File: src/rtl/alu_seq_pkg.sv
// Shared opcode constants, FSM state encoding and default datapath width
// for the ALU issue/writeback sequencer.
package alu_seq_pkg;
  localparam int SEQ_DATA_W = 8;

  localparam logic [3:0] OP_NOP = 4'd0;
  localparam logic [3:0] OP_ADD = 4'd1;
  localparam logic [3:0] OP_SUB = 4'd2;
  localparam logic [3:0] OP_AND = 4'd3;
  localparam logic [3:0] OP_OR  = 4'd4;
  localparam logic [3:0] OP_XOR = 4'd5;
  localparam logic [3:0] OP_NOT = 4'd6;
  localparam logic [3:0] OP_SHL = 4'd7;
  localparam logic [3:0] OP_SHR = 4'd8;
  localparam logic [3:0] OP_MAX = 4'd8;

  typedef enum logic [1:0] {IDLE, EXEC, WB} state_t;
endpackage

File: src/rtl/alu_seq_regfile.sv
// NREGS x DATA_W register file: two combinational read ports, a debug read
// port and one synchronous write port, cleared by synchronous reset.
module alu_seq_regfile
  import alu_seq_pkg::*;
#(
  parameter int NREGS  = 4,
  parameter int DATA_W = SEQ_DATA_W,
  localparam int AW    = $clog2(NREGS)
) (
  input  logic              clk,
  input  logic              rst,
  input  logic [AW-1:0]     ra_addr,
  output logic [DATA_W-1:0] ra_data,
  input  logic [AW-1:0]     rb_addr,
  output logic [DATA_W-1:0] rb_data,
  input  logic [AW-1:0]     dbg_addr,
  output logic [DATA_W-1:0] dbg_data,
  input  logic              we,
  input  logic [AW-1:0]     wa,
  input  logic [DATA_W-1:0] wd
);
  logic [DATA_W-1:0] mem [NREGS];

  // Reset takes priority so a writeback coinciding with reset is dropped
  always_ff @(posedge clk) begin
    if (rst) begin
      for (int i = 0; i < NREGS; i++) mem[i] <= '0;
    end else if (we) begin
      mem[wa] <= wd;
    end
  end

  assign ra_data  = mem[ra_addr];
  assign rb_data  = mem[rb_addr];
  assign dbg_data = mem[dbg_addr];
endmodule

File: src/rtl/alu_issue_seq.sv
// Serialized issue/writeback sequencer for the 8-bit combinational ALU.
// Optional done_carry output enabled by defining ALU_ISSUE_SEQ_CARRY_EN.
module alu_issue_seq
  import alu_seq_pkg::*;
#(
  parameter int NREGS  = 4,
  parameter int DATA_W = SEQ_DATA_W,
  localparam int AW    = $clog2(NREGS)
) (
  input  logic              clk,
  input  logic              rst,
  input  logic              in_valid,
  output logic              in_ready,
  input  logic [3:0]        in_op,
  input  logic [AW-1:0]     in_ra,
  input  logic [AW-1:0]     in_rb,
  input  logic [AW-1:0]     in_rd,
  input  logic              in_imm_en,
  input  logic [DATA_W-1:0] in_imm,
  output logic [DATA_W-1:0] alu_opA,
  output logic [DATA_W-1:0] alu_opB,
  output logic [3:0]        alu_opS,
  input  logic [DATA_W-1:0] alu_result,
  output logic              done_valid,
  output logic [DATA_W-1:0] done_result,
  output logic              done_zero,
  output logic              done_illegal,
  input  logic [AW-1:0]     dbg_addr,
  output logic [DATA_W-1:0] dbg_data
`ifdef ALU_ISSUE_SEQ_CARRY_EN
  ,
  output logic              done_carry
`endif
);
  state_t            state, state_nxt;
  logic [DATA_W-1:0] ra_data, rb_data;
  logic [AW-1:0]     rd_p0;
  logic              illegal_p0;
  logic              accept;
  logic              wb_en;

`ifdef ALU_ISSUE_SEQ_CARRY_EN
  function automatic logic carry_of(input logic [3:0] op,
                                    input logic [DATA_W-1:0] a,
                                    input logic [DATA_W-1:0] b);
    logic [DATA_W:0] sum;
    sum = {1'b0, a} + {1'b0, b};
    case (op)
      OP_ADD:  return sum[DATA_W];
      OP_SUB:  return (a < b);
      OP_SHL:  return a[DATA_W-1];
      OP_SHR:  return a[0];
      default: return 1'b0;
    endcase
  endfunction
`endif

  alu_seq_regfile #(.NREGS(NREGS), .DATA_W(DATA_W)) u_regfile (
    .clk      (clk),
    .rst      (rst),
    .ra_addr  (in_ra),
    .ra_data  (ra_data),
    .rb_addr  (in_rb),
    .rb_data  (rb_data),
    .dbg_addr (dbg_addr),
    .dbg_data (dbg_data),
    .we       (wb_en),
    .wa       (rd_p0),
    .wd       (done_result)
  );

  assign in_ready     = (state == IDLE) && !rst;
  assign accept       = in_valid && in_ready;
  assign done_valid   = (state == WB) && !rst;
  assign done_illegal = illegal_p0;
  assign wb_en        = (state == WB) && !illegal_p0 && (alu_opS != OP_NOP);

  always_comb begin
    state_nxt = state;
    case (state)
      IDLE:    if (accept) state_nxt = EXEC;
      EXEC:    state_nxt = WB;
      WB:      state_nxt = IDLE;
      default: state_nxt = IDLE;
    endcase
  end

  always_ff @(posedge clk) begin
    if (rst) begin
      state       <= IDLE;
      alu_opA     <= '0;
      alu_opB     <= '0;
      alu_opS     <= '0;
      rd_p0       <= '0;
      illegal_p0  <= 1'b0;
      done_result <= '0;
      done_zero   <= 1'b0;
`ifdef ALU_ISSUE_SEQ_CARRY_EN
      done_carry  <= 1'b0;
`endif
    end else begin
      state <= state_nxt;
      // Accept boundary: operands read from the register file at issue time
      if (accept) begin
        alu_opA    <= ra_data;
        alu_opB    <= in_imm_en ? in_imm : rb_data;
        alu_opS    <= in_op;
        rd_p0      <= in_rd;
        illegal_p0 <= (in_op > OP_MAX);
      end
      // EXEC boundary: ALU output has settled on the latched operands
      if (state == EXEC) begin
        done_result <= alu_result;
        done_zero   <= (alu_result == '0);
`ifdef ALU_ISSUE_SEQ_CARRY_EN
        done_carry  <= carry_of(alu_opS, alu_opA, alu_opB);
`endif
      end
    end
  end
endmodule

File: config.mk
export PLATFORM = sky130hd
export DESIGN_NAME = alu_issue_seq
export DESIGN_NICKNAME = d
export VERILOG_FILES = /design/src/rtl/alu_seq_pkg.sv /design/src/rtl/alu_seq_regfile.sv /design/src/rtl/alu_issue_seq.sv
export SDC_FILE = /design/constraint.sdc
export NUM_CORES = 1
export LEC_CHECK = 0
export CORE_UTILIZATION = 45
export DETAILED_ROUTE_END_ITERATION = 7
export MAX_ROUTING_LAYER = met4
export PLACE_DENSITY = 0.73
export SYNTH_ARGS = -nofsm -noshare
export SYNTH_HDL_FRONTEND = slang
export SYNTH_SLANG_ARGS = --single-unit
export TNS_END_PERCENT = 50
File: constraint.sdc
create_clock -name clk -period 1.8 [get_ports clk]
set_input_delay 0.36 -clock clk [delete_from_list [all_inputs] [get_ports clk]]
set_output_delay 0.36 -clock clk [all_outputs]
set_load 0.01 [all_outputs]
After elaboration in Yosys (flattened, before gate mapping):

Memories as Yosys holds them, arrays and structs flattened. A register that Yosys moved wholly into a read port is not among the register bits.
Index checks and enable logic that the tools add are counted.
Widths: inputs -> output; s select.

* RAM bits: 32
* word-level logic and storage cells: 34
* memory bits (read-only): 0
* memories: 1
* output and inout bits: 40
* input port bits: 32
* bits in latches: 0
* bits in registers: 26

* shift-type cells: 0
* add/subtract/negate cells: 0
* order comparisons: 1
* equal/unequal tests: 3
* $mul: 0
* reductions and logical operators: 11
* divide/modulo/power cells: 0
* bitwise gates (word level): 0
* muxes and demuxes: 11

Memories
* u_regfile.mem: words 4, bits a word 8, rd ports 3, clocked after Yosys merged registers in 1, wr ports 4, RTL line alu_seq_regfile.sv:22 `logic [DATA_W-1:0] mem [NREGS];`

Operators with widths (number)
* $mux 8: 2
* $logic_not 8->1: 1
* $reduce_or 8->1: 1
* $mux 1: 6
* $logic_and 1x1->1: 5
* $gt 4x4->1 const B: 1
* $mux 2: 2
* $pmux 2 s2: 1
* $reduce_bool 4->1: 1
* $eq 2x1->1 const B: 1
* $eq 2x2->1 const B: 1
* $logic_not 1->1: 2
* $logic_not 2->1: 1
* $ne 2x2->1 const B: 1

Longest topological paths before layout:

Gate-level depths: netlist (run 1).

* depth after elaboration: 8
* depth in mapped cells: 6
* mapped depth without buffers: 4

Hierarchy:

A second synthesis (run 1) with hierarchy kept.

* cells, all modules: 258
* area total of the unflattened synthesis: 3200.6 um^2

By module, submodules not included
* alu_seq_regfile: area an instance 1850.5 um^2, cells each 105, seq. area each 960.9 um^2, instances 1
* alu_issue_seq: area an instance 1350.0 um^2, cells each 153, seq. area each 680.7 um^2, instances 1

Least setup slack after synthesis (run 1):

Ideal clock, no wire load.

* path type: register to register
* start: register alu_opS[0]
* end: memory u_regfile.mem[3][0] (netlist bit) (enable)
* period minus slack after synthesis: 1.774 ns
* data required time: 1.416 ns
* cell stages (with the launch flop): 5
* data arrival time: 1.390 ns
* buffers on the path: 1
* setup time: 0.384 ns
* setup slack: 0.026 ns
* cell sequence: dfxtp_1 -> or4_1 -> clkbuf_1 -> nand3_1 -> o21ai_0

RTL lines
* from (decl): RTL line alu_issue_seq.sv:22 `output logic [3:0] alu_opS,`
* from (signal assigned): RTL line alu_issue_seq.sv:107 `alu_opS <= in_op;`
* to (decl): RTL line alu_seq_regfile.sv:22

==> metrics.txt, run 1 <==
# TYPE chip_impl_metric gauge
chip_impl_info{name="run_status",value="complete, but fails checks"} 1
chip_impl_info{name="violations",value="DRC"} 1
chip_impl_metric{name="count_of_flip_flops_with_a_built_in_enable_after_synthesis",unit=""} 32
chip_impl_metric{name="clock-sinks",unit=""} 66
chip_impl_metric{name="fin_ws",unit="ns"} 0.00883
chip_impl_info{name="min_to",value="alu_opA[3]"} 1
chip_impl_metric{name="dr.pass1.iters",unit=""} 6
chip_impl_metric{name="post_cts_hold_buffer_count",unit=""} 0
chip_impl_metric{name="grt_antenna_before_repair",unit=""} 0
chip_impl_metric{name="dp_hpwl",unit="um"} 5520
chip_impl_metric{name="maxSlewHeadroom",unit=""} 0.613
chip_impl_metric{name="p_total",unit="mW"} 3.31
chip_impl_metric{name="period_share",unit=""} 0.995
chip_impl_metric{name="pre_cts_ws",unit="ns"} -0.605
chip_impl_metric{name="cp_slowest_stage_delay",unit="ns"} 0.51
chip_impl_metric{name="clk_pin_slew_worst_paths",unit="ns"} 0.07
chip_impl_metric{name="place.detailed.instances",unit=""} 437
chip_impl_metric{name="insertion_delay",unit="ns"} 0.34
chip_impl_metric{name="ant_nets_after_route",unit=""} 0
chip_impl_info{name="synth.cells.most_frequent",value="58 x sky130_fd_sc_hd__nand2_1, 47 x sky130_fd_sc_hd__a21oi_1, 34 x sky130_fd_sc_hd__dfxtp_1, 33 x sky130_fd_sc_hd__nor2_1, 32 x sky130_fd_sc_hd__edfxtp_1"} 1
chip_impl_metric{name="worst-r2r-cell-count",unit=""} 4
chip_impl_metric{name="timing.hold.worst_path_depth",unit=""} 2
chip_impl_metric{name="max_cap_viol_count",unit=""} 0
chip_impl_metric{name="yosys.cell_types.count",unit=""} 29
chip_impl_info{name="worstHoldStart",value="alu_opA[3]"} 1
chip_impl_metric{name="layout.nets",unit=""} 404
chip_impl_info{name="dominant_cell_by_count_in_the_synthesized_netlist",value="sky130_fd_sc_hd__nand2_1"} 1
chip_impl_metric{name="initialDrtViolationCount",unit=""} 120
chip_impl_metric{name="detail_route.wl_per_cell",unit="um"} 16.2
chip_impl_metric{name="clk_path_buf_depth",unit=""} 2
chip_impl_metric{name="grt-ovfl-total",unit=""} 0
chip_impl_metric{name="cts_made_buffers",unit=""} 9
chip_impl_metric{name="clock_skew",unit="ns"} 0.0102
chip_impl_info{name="regToRegStartpoint",value="alu_opS[3]"} 1
chip_impl_metric{name="via_per_inst",unit=""} 5.51
chip_impl_metric{name="final_instance_area",unit="mm2"} 0.00423
chip_impl_metric{name="setup_viol",unit=""} 0
chip_impl_metric{name="final_layout_size_suffix_gt1_frac",unit=""} 0.212
chip_impl_metric{name="synth-compound-area-share",unit=""} 0.103
chip_impl_metric{name="pwr_density_cell",unit="mW/mm2"} 784
chip_impl_metric{name="regToRegSetupSlack",unit="ns"} 0.11
chip_impl_metric{name="synth.yosys.warnings",unit=""} 0
chip_impl_metric{name="layout.core_utilization",unit=""} 0.651
chip_impl_metric{name="grt.total_usage",unit=""} 0.227
chip_impl_metric{name="syn_to_final_growth",unit="%"} 37.2
chip_impl_metric{name="fin_hold_ws",unit="ns"} 0.453
chip_impl_metric{name="vias_in_the_first_global_route",unit=""} 2407
chip_impl_info{name="hold_path.class",value="reg -> reg"} 1
chip_impl_metric{name="synth_simple_gate_area_share",unit=""} 0.151
chip_impl_metric{name="grt_pass1_wl",unit="um"} 12000
chip_impl_metric{name="dr_total_vias",unit=""} 2500
chip_impl_metric{name="die_height",unit="um"} 84.8
chip_impl_metric{name="timing_hold_violations_final",unit=""} 0
chip_impl_metric{name="arrival",unit="ns"} 1.43
chip_impl_info{name="synth_flop_cell",value="sky130_fd_sc_hd__dfxtp_1"} 1
chip_impl_metric{name="required",unit="ns"} 1.44
chip_impl_metric{name="fillCellCount",unit=""} 518
chip_impl_info{name="r2r-end",value="u_regfile.mem[2][6]"} 1
chip_impl_metric{name="synth.area.mux_share",unit=""} 0.175
chip_impl_metric{name="timing.critical_path.fanout_max",unit=""} 3
chip_impl_metric{name="diodes",unit=""} 0
chip_impl_metric{name="dpl-instance-area",unit="mm2"} 0.00407
chip_impl_metric{name="top_area_cell_type_share_of_the_netlist_area",unit=""} 0.312
chip_impl_metric{name="synth_nets",unit=""} 321
chip_impl_metric{name="synth_seq_area_share",unit=""} 0.532
chip_impl_metric{name="syn_area",unit="mm2"} 0.00308
chip_impl_info{name="synth_largest_area_cell",value="sky130_fd_sc_hd__edfxtp_1"} 1
chip_impl_metric{name="count_of_final_max_slew_check_failures",unit=""} 0
chip_impl_metric{name="post-route-min-period",unit="ns"} 1.79
chip_impl_metric{name="die-width",unit="um"} 84.8
chip_impl_info{name="cts.root.buffer_cell",value="sky130_fd_sc_hd__clkbuf_8"} 1
chip_impl_info{name="endpoint_kind",value="output port"} 1
chip_impl_info{name="start_kind",value="flop"} 1
chip_impl_info{name="critical_path.cell_chain",value="mux4_2, buf_6"} 1
chip_impl_metric{name="port_buffers",unit=""} 71
chip_impl_metric{name="leakagePower",unit="nW"} 1.51
chip_impl_metric{name="core-area",unit="mm2"} 0.00649
chip_impl_metric{name="placementRows",unit=""} 29
chip_impl_metric{name="synth_fa_ha_area_frac",unit=""} 0
chip_impl_metric{name="io-pin-count",unit=""} 72
chip_impl_metric{name="drt_drc_violations_left",unit=""} 4
chip_impl_metric{name="grt_start_max_net_pins",unit=""} 21
chip_impl_metric{name="synthesized_instance_count",unit=""} 289
chip_impl_info{name="clock_tree_from_tritoncts",value="yes"} 1
chip_impl_metric{name="number_of_flip_flops_and_latches_in_the_synthesized_netlist",unit=""} 66
chip_impl_metric{name="die-area",unit="mm2"} 0.00719
chip_impl_info{name="synth_top_family_by_area",value="multiplexers"} 1
chip_impl_metric{name="syn-mean-instance-area",unit="um2"} 10.7
chip_impl_metric{name="gp_routability_congestion",unit=""} 0.897
chip_impl_metric{name="setup-tns-final",unit="ns"} 0
chip_impl_info{name="slowest_stage",value="sky130_fd_sc_hd__mux4_2"} 1
chip_impl_metric{name="final_standard_cell_count_with_taps_included_and_fillers_excluded",unit=""} 454
chip_impl_info{name="yosys-top-cells-area",value="sky130_fd_sc_hd__edfxtp_1 31%, sky130_fd_sc_hd__dfxtp_1 22%, sky130_fd_sc_hd__mux4_2 12%, sky130_fd_sc_hd__a21oi_1 7.6%, sky130_fd_sc_hd__nand2_1 7.1%"} 1
chip_impl_metric{name="power.ir.vdd_worst",unit="V"} 0.000505
chip_impl_metric{name="max_clock_freq",unit="GHz"} 0.558
chip_impl_info{name="unrepaired_setup_endpoints_after_global_routing",value="true"} 1
chip_impl_metric{name="cts.htree.levels",unit=""} 3
chip_impl_metric{name="synth_async_sr_flop_share",unit=""} 0
chip_impl_metric{name="drt-total-wl",unit="um"} 7350
chip_impl_info{name="path_class",value="reg -> out"} 1
chip_impl_metric{name="start_util",unit=""} 0.475
chip_impl_metric{name="synth_xor_xnor_area_share",unit=""} 0
chip_impl_metric{name="worst-slew-pin-transition",unit="ns"} 0.579
[critical path: cells and delay by family, from the launching register on]
kind                   cells  cell delay (ns)
buffers and inverters      1             0.14
DFF                        1             0.45
muxes                      1             0.51
[worst max path at each step]
stage | end | from | depth (start not counted) | slack, ns
2_1_floorplan | u_regfile.mem[3][0] | alu_opS[0] | 4 | 0.03
3_3_place_gp | dbg_data[1] | dbg_addr[0] | 4 | -0.57
3_5_place_dp | dbg_data[3] | dbg_addr[0] | 4 | -0.60
4_1_cts | dbg_data[3] | u_regfile.mem[3][3] | 2 | -0.0004
5_1_grt | dbg_data[0] | u_regfile.mem[2][0] | 2 | -0.01
6_report | dbg_data[0] | u_regfile.mem[2][0] | 2 | 0.009
[logic make-up (layout without fill, tap and decap cells)]
family          count (synthesis)  in the layout
mux                            32             32
buf+inv                        24            112
flops                          66             66
simple gates                  109            109
compound gates                 58             58
[power by group]
part / switching (mW) / internal, mW / leakage (nW)
combinational: 0.232 / 0.313 / 0.814
sequential: 0.0558 / 1.64 / 0.610
clock: 0.577 / 0.493 / 0.0826
[cell usage in the layout, fill, tap and decap left out]
cell and instances:
sky130_fd_sc_hd__a21oi_1 47, sky130_fd_sc_hd__a21oi_2 1, sky130_fd_sc_hd__a22oi_1 8, sky130_fd_sc_hd__buf_12 10, sky130_fd_sc_hd__buf_2 4, sky130_fd_sc_hd__buf_4 12, sky130_fd_sc_hd__buf_6 4, sky130_fd_sc_hd__clkbuf_8 9
sky130_fd_sc_hd__clkdlybuf4s15_1 1, sky130_fd_sc_hd__clkdlybuf4s50_1 59, sky130_fd_sc_hd__clkinv_1 1, sky130_fd_sc_hd__clkinv_2 2, sky130_fd_sc_hd__clkinv_4 3, sky130_fd_sc_hd__clkinvlp_4 2, sky130_fd_sc_hd__dfxtp_1 34, sky130_fd_sc_hd__dlygate4sd2_1 3
sky130_fd_sc_hd__edfxtp_1 32, sky130_fd_sc_hd__inv_1 2, sky130_fd_sc_hd__mux2_2 16, sky130_fd_sc_hd__mux4_2 16, sky130_fd_sc_hd__nand2_1 58, sky130_fd_sc_hd__nand2b_1 1, sky130_fd_sc_hd__nand3_1 4, sky130_fd_sc_hd__nand4_1 1
sky130_fd_sc_hd__nand4b_1 1, sky130_fd_sc_hd__nor2_1 33, sky130_fd_sc_hd__nor2b_1 2, sky130_fd_sc_hd__nor3_1 2, sky130_fd_sc_hd__nor3b_1 1, sky130_fd_sc_hd__nor3b_2 1, sky130_fd_sc_hd__nor4_1 2, sky130_fd_sc_hd__nor4b_1 1
sky130_fd_sc_hd__o21ai_0 1, sky130_fd_sc_hd__o311ai_1 1, sky130_fd_sc_hd__or4_1 1, sky130_fd_sc_hd__or4b_1 1
[layer usage]
layer / vias to the layer above / part of all wire / wire length [um] / track usage
li1: 1211 / - / - / -
met1: 1192 / 0.45 / 3320 / 0.293
met2: 81 / 0.48 / 3550 / 0.348
met3: 16 / 0.041 / 299 / 0.0354
met4: 0 / 0.024 / 178 / 0.116
met5: - / 0 / 0 / -
[repair_timing]
action,in CTS,in global routing
setup endpoints to repair,10,6
cloned,0,0
gates resized for setup,37,4
buffers inserted,0,1
[cell type report]
type / count / area, um2 / area share
clock buffers: 9 / 124 / 0.0293
well taps: 77 / 96.3 / 0.0228
multi-input cells: 199 / 1320 / 0.313
inverters: 3 / 16.3 / 0.00385
flip-flops and latches: 66 / 1640 / 0.388
repair buffers: 93 / 982 / 0.232
clock inverters: 7 / 46.3 / 0.0109
[sequential cells by signal, indices dropped and copies added, names as in the netlist]
register and count:
alu_opA 8, alu_opB 8, alu_opS 4, done_illegal 1, done_result 8, done_zero 1, rd_p0 2, state 2
u_regfile.mem 32
Note: power is estimated with default switching activity, not from simulation.
==> run 2: changes to the inputs <==
--- a/config.mk
+++ b/config.mk
@@ -9,6 +9,7 @@
 export DETAILED_ROUTE_END_ITERATION = 7
 export MAX_ROUTING_LAYER = met4
 export PLACE_DENSITY = 0.73
+export SKIP_CTS_REPAIR_TIMING = 1
 export SYNTH_ARGS = -nofsm -noshare
 export SYNTH_HDL_FRONTEND = slang
 export SYNTH_SLANG_ARGS = --single-unit
==> run 2 against run 1 <==
The run still ends with DRC left; cell count rose by 1.3%; power barely moved; hold slack barely moved; maximum frequency barely moved; critical endpoint is now dbg_data[3]; largest cell class unchanged; highest routed layer unchanged.
==> metrics.txt, run 2 (synthesis results as in run 1) <==
# TYPE chip_impl_metric gauge
chip_impl_metric{name="ff_latch_area",unit="mm2"} 0.00164
chip_impl_metric{name="initialDrtViolationCount",unit=""} 103
chip_impl_info{name="critical_path.cell_chain",value="mux4_2, clkbuf_2"} 1
chip_impl_metric{name="clock_skew",unit="ns"} 0.0101
chip_impl_metric{name="clock-sinks",unit=""} 66
chip_impl_metric{name="count_of_final_max_slew_check_failures",unit=""} 0
chip_impl_metric{name="grt.total_usage",unit=""} 0.227
chip_impl_metric{name="drt-total-wl",unit="um"} 7460
chip_impl_info{name="violations",value="DRC"} 1
chip_impl_metric{name="power.clock.fraction",unit=""} 0.323
chip_impl_metric{name="syn_to_final_growth",unit="%"} 38.5
chip_impl_metric{name="power.ir.vdd_worst",unit="V"} 0.000505
chip_impl_info{name="largest_register",value="u_regfile.mem"} 1
chip_impl_metric{name="die_height",unit="um"} 84.8
chip_impl_metric{name="grt_antenna_before_repair",unit=""} 0
chip_impl_metric{name="ant_nets_after_route",unit=""} 0
chip_impl_info{name="endpoint_kind",value="output port"} 1
chip_impl_metric{name="via_per_inst",unit=""} 5.52
chip_impl_info{name="layout_common_cells",value="59 x sky130_fd_sc_hd__clkdlybuf4s50_1, 58 x sky130_fd_sc_hd__nand2_1, 47 x sky130_fd_sc_hd__a21oi_1, 34 x sky130_fd_sc_hd__dfxtp_1, 33 x sky130_fd_sc_hd__nor2_1"} 1
chip_impl_metric{name="grt_pass1_wl",unit="um"} 12000
chip_impl_metric{name="largest_reg_flops",unit=""} 32
chip_impl_metric{name="grt_start_max_net_pins",unit=""} 21
chip_impl_info{name="hold_path.class",value="reg -> reg"} 1
chip_impl_metric{name="timing_hold_violations_final",unit=""} 0
chip_impl_metric{name="maxSlewHeadroom",unit=""} 0.614
chip_impl_metric{name="core-area",unit="mm2"} 0.00649
chip_impl_metric{name="p_int",unit="mW"} 2.45
chip_impl_metric{name="cp_slowest_stage_delay",unit="ns"} 0.50
chip_impl_metric{name="vias_in_the_first_global_route",unit=""} 2412
chip_impl_metric{name="required",unit="ns"} 1.44
chip_impl_metric{name="setup_viol",unit=""} 0
chip_impl_metric{name="fin_hold_ws",unit="ns"} 0.453
chip_impl_metric{name="leakagePower",unit="nW"} 1.58
chip_impl_info{name="path_class",value="reg -> out"} 1
chip_impl_info{name="slowest_stage",value="sky130_fd_sc_hd__mux4_2"} 1
chip_impl_info{name="layout.cells.most_common",value="sky130_fd_sc_hd__clkdlybuf4s50_1"} 1
chip_impl_metric{name="dr.pass1.iters",unit=""} 6
chip_impl_metric{name="port_buffers",unit=""} 71
chip_impl_metric{name="die-width",unit="um"} 84.8
chip_impl_info{name="unrepaired_setup_endpoints_after_global_routing",value="true"} 1
chip_impl_metric{name="final_layout_size_suffix_gt1_frac",unit=""} 0.222
chip_impl_metric{name="diodes",unit=""} 0
chip_impl_metric{name="cts_made_buffers",unit=""} 9
chip_impl_metric{name="max_clock_freq",unit="GHz"} 0.559
chip_impl_metric{name="timing.critical_path.fanout_max",unit=""} 3
chip_impl_metric{name="gp_routability_congestion",unit=""} 0.897
chip_impl_metric{name="die-area",unit="mm2"} 0.00719
chip_impl_metric{name="dp_hpwl",unit="um"} 5520
chip_impl_metric{name="insertion_delay",unit="ns"} 0.34
chip_impl_metric{name="placementRows",unit=""} 29
chip_impl_metric{name="p_total",unit="mW"} 3.32
chip_impl_metric{name="post-route-min-period",unit="ns"} 1.79
chip_impl_metric{name="cts.htree.levels",unit=""} 3
chip_impl_metric{name="start_util",unit=""} 0.475
chip_impl_metric{name="net_switching",unit="uW"} 868
chip_impl_metric{name="layout.nets",unit=""} 410
chip_impl_metric{name="switching_share",unit=""} 0.262
chip_impl_metric{name="worst-slew-pin-transition",unit="ns"} 0.578
chip_impl_metric{name="multi_input_area",unit="mm2"} 0.00132
chip_impl_metric{name="max_cap_viol_count",unit=""} 0
chip_impl_metric{name="drt_drc_violations_left",unit=""} 4
chip_impl_metric{name="arrival",unit="ns"} 1.43
chip_impl_metric{name="period_share",unit=""} 0.995
chip_impl_info{name="start_kind",value="flop"} 1
chip_impl_metric{name="dr_total_vias",unit=""} 2539
chip_impl_metric{name="fillCellCount",unit=""} 519
chip_impl_metric{name="pwr_density_cell",unit="mW/mm2"} 777
chip_impl_metric{name="detail_route.wl_per_cell",unit="um"} 16.2
chip_impl_metric{name="grt-ovfl-total",unit=""} 0
chip_impl_info{name="clock_tree_from_tritoncts",value="yes"} 1
chip_impl_metric{name="pwr-share-comb",unit=""} 0.165
chip_impl_metric{name="clk_pin_slew_worst_paths",unit="ns"} 0.07
chip_impl_info{name="cts.root.buffer_cell",value="sky130_fd_sc_hd__clkbuf_8"} 1
chip_impl_metric{name="clk_path_buf_depth",unit=""} 2
chip_impl_metric{name="io-pin-count",unit=""} 72
chip_impl_metric{name="power.share.sequential",unit=""} 0.512
chip_impl_info{name="run_status",value="complete, but fails checks"} 1
==> run 2: power by group through the flow <==
stage / sequential [mW] / combinational [mW] / clock [mW]
2_1_floorplan: 1.73 / 0.247 / 0
3_3_place_gp: 1.73 / 0.543 / 0
3_5_place_dp: 1.73 / 0.551 / 0
4_1_cts: 1.70 / 0.555 / 1.09
5_1_grt: 1.70 / 0.589 / 1.16
6_report: 1.70 / 0.548 / 1.07
==> run 2: final timing paths <==
path | startpoint | slack, ns | endpoint | depth (start not counted)
max | u_regfile.mem[3][3] | 0.01 | dbg_data[3] | 2
min | alu_opA[3] | 0.45 | alu_opA[3] | 2
max reg2reg | alu_opS[3] | 0.11 | u_regfile.mem[2][6] | 4
min reg2reg | alu_opA[3] | 0.45 | alu_opA[3] | 2
==> run 2: through the flow <==
step	setup TNS, ns	cells	util	setup WS, ns	cell area, um2
global placement	-18.52	437	0.627	-0.573	4070
floorplan	0	289	-	0.0263	3080
detailed placement	-20.48	437	0.627	-0.605	4070
CTS	-5.06	453	0.653	-0.605	4240
finish	0	460	0.657	0.00957	4270
global route	-0.0446	460	0.657	-0.0326	4270
==> run 2: per-layer routing <==
layer  share of wire  vias to the layer above  wire length (um)  track usage
met3           0.042                       18               311       0.0344
met2            0.49                       89              3620        0.349
li1                -                     1222                 -            -
met4           0.026                        0               197        0.116
met1            0.45                     1210              3330        0.292
met5               0                        -                 0            -
==> run 2: layout make-up <==
class / instances / share of cell area
clock inverter: 7 / 0.0108
multi-input combinational: 199 / 0.310
sequential: 66 / 0.384
timing repair buffer: 99 / 0.240
clock buffer: 9 / 0.0290
tap: 77 / 0.0226
inverter: 3 / 0.00381
==> run 2: worst max-delay path: cells and delay by family (launching register included) <==
kind                   cells  cell delay, ns
buffers and inverters      1            0.15
DFF                        1            0.44
muxes                      1            0.50
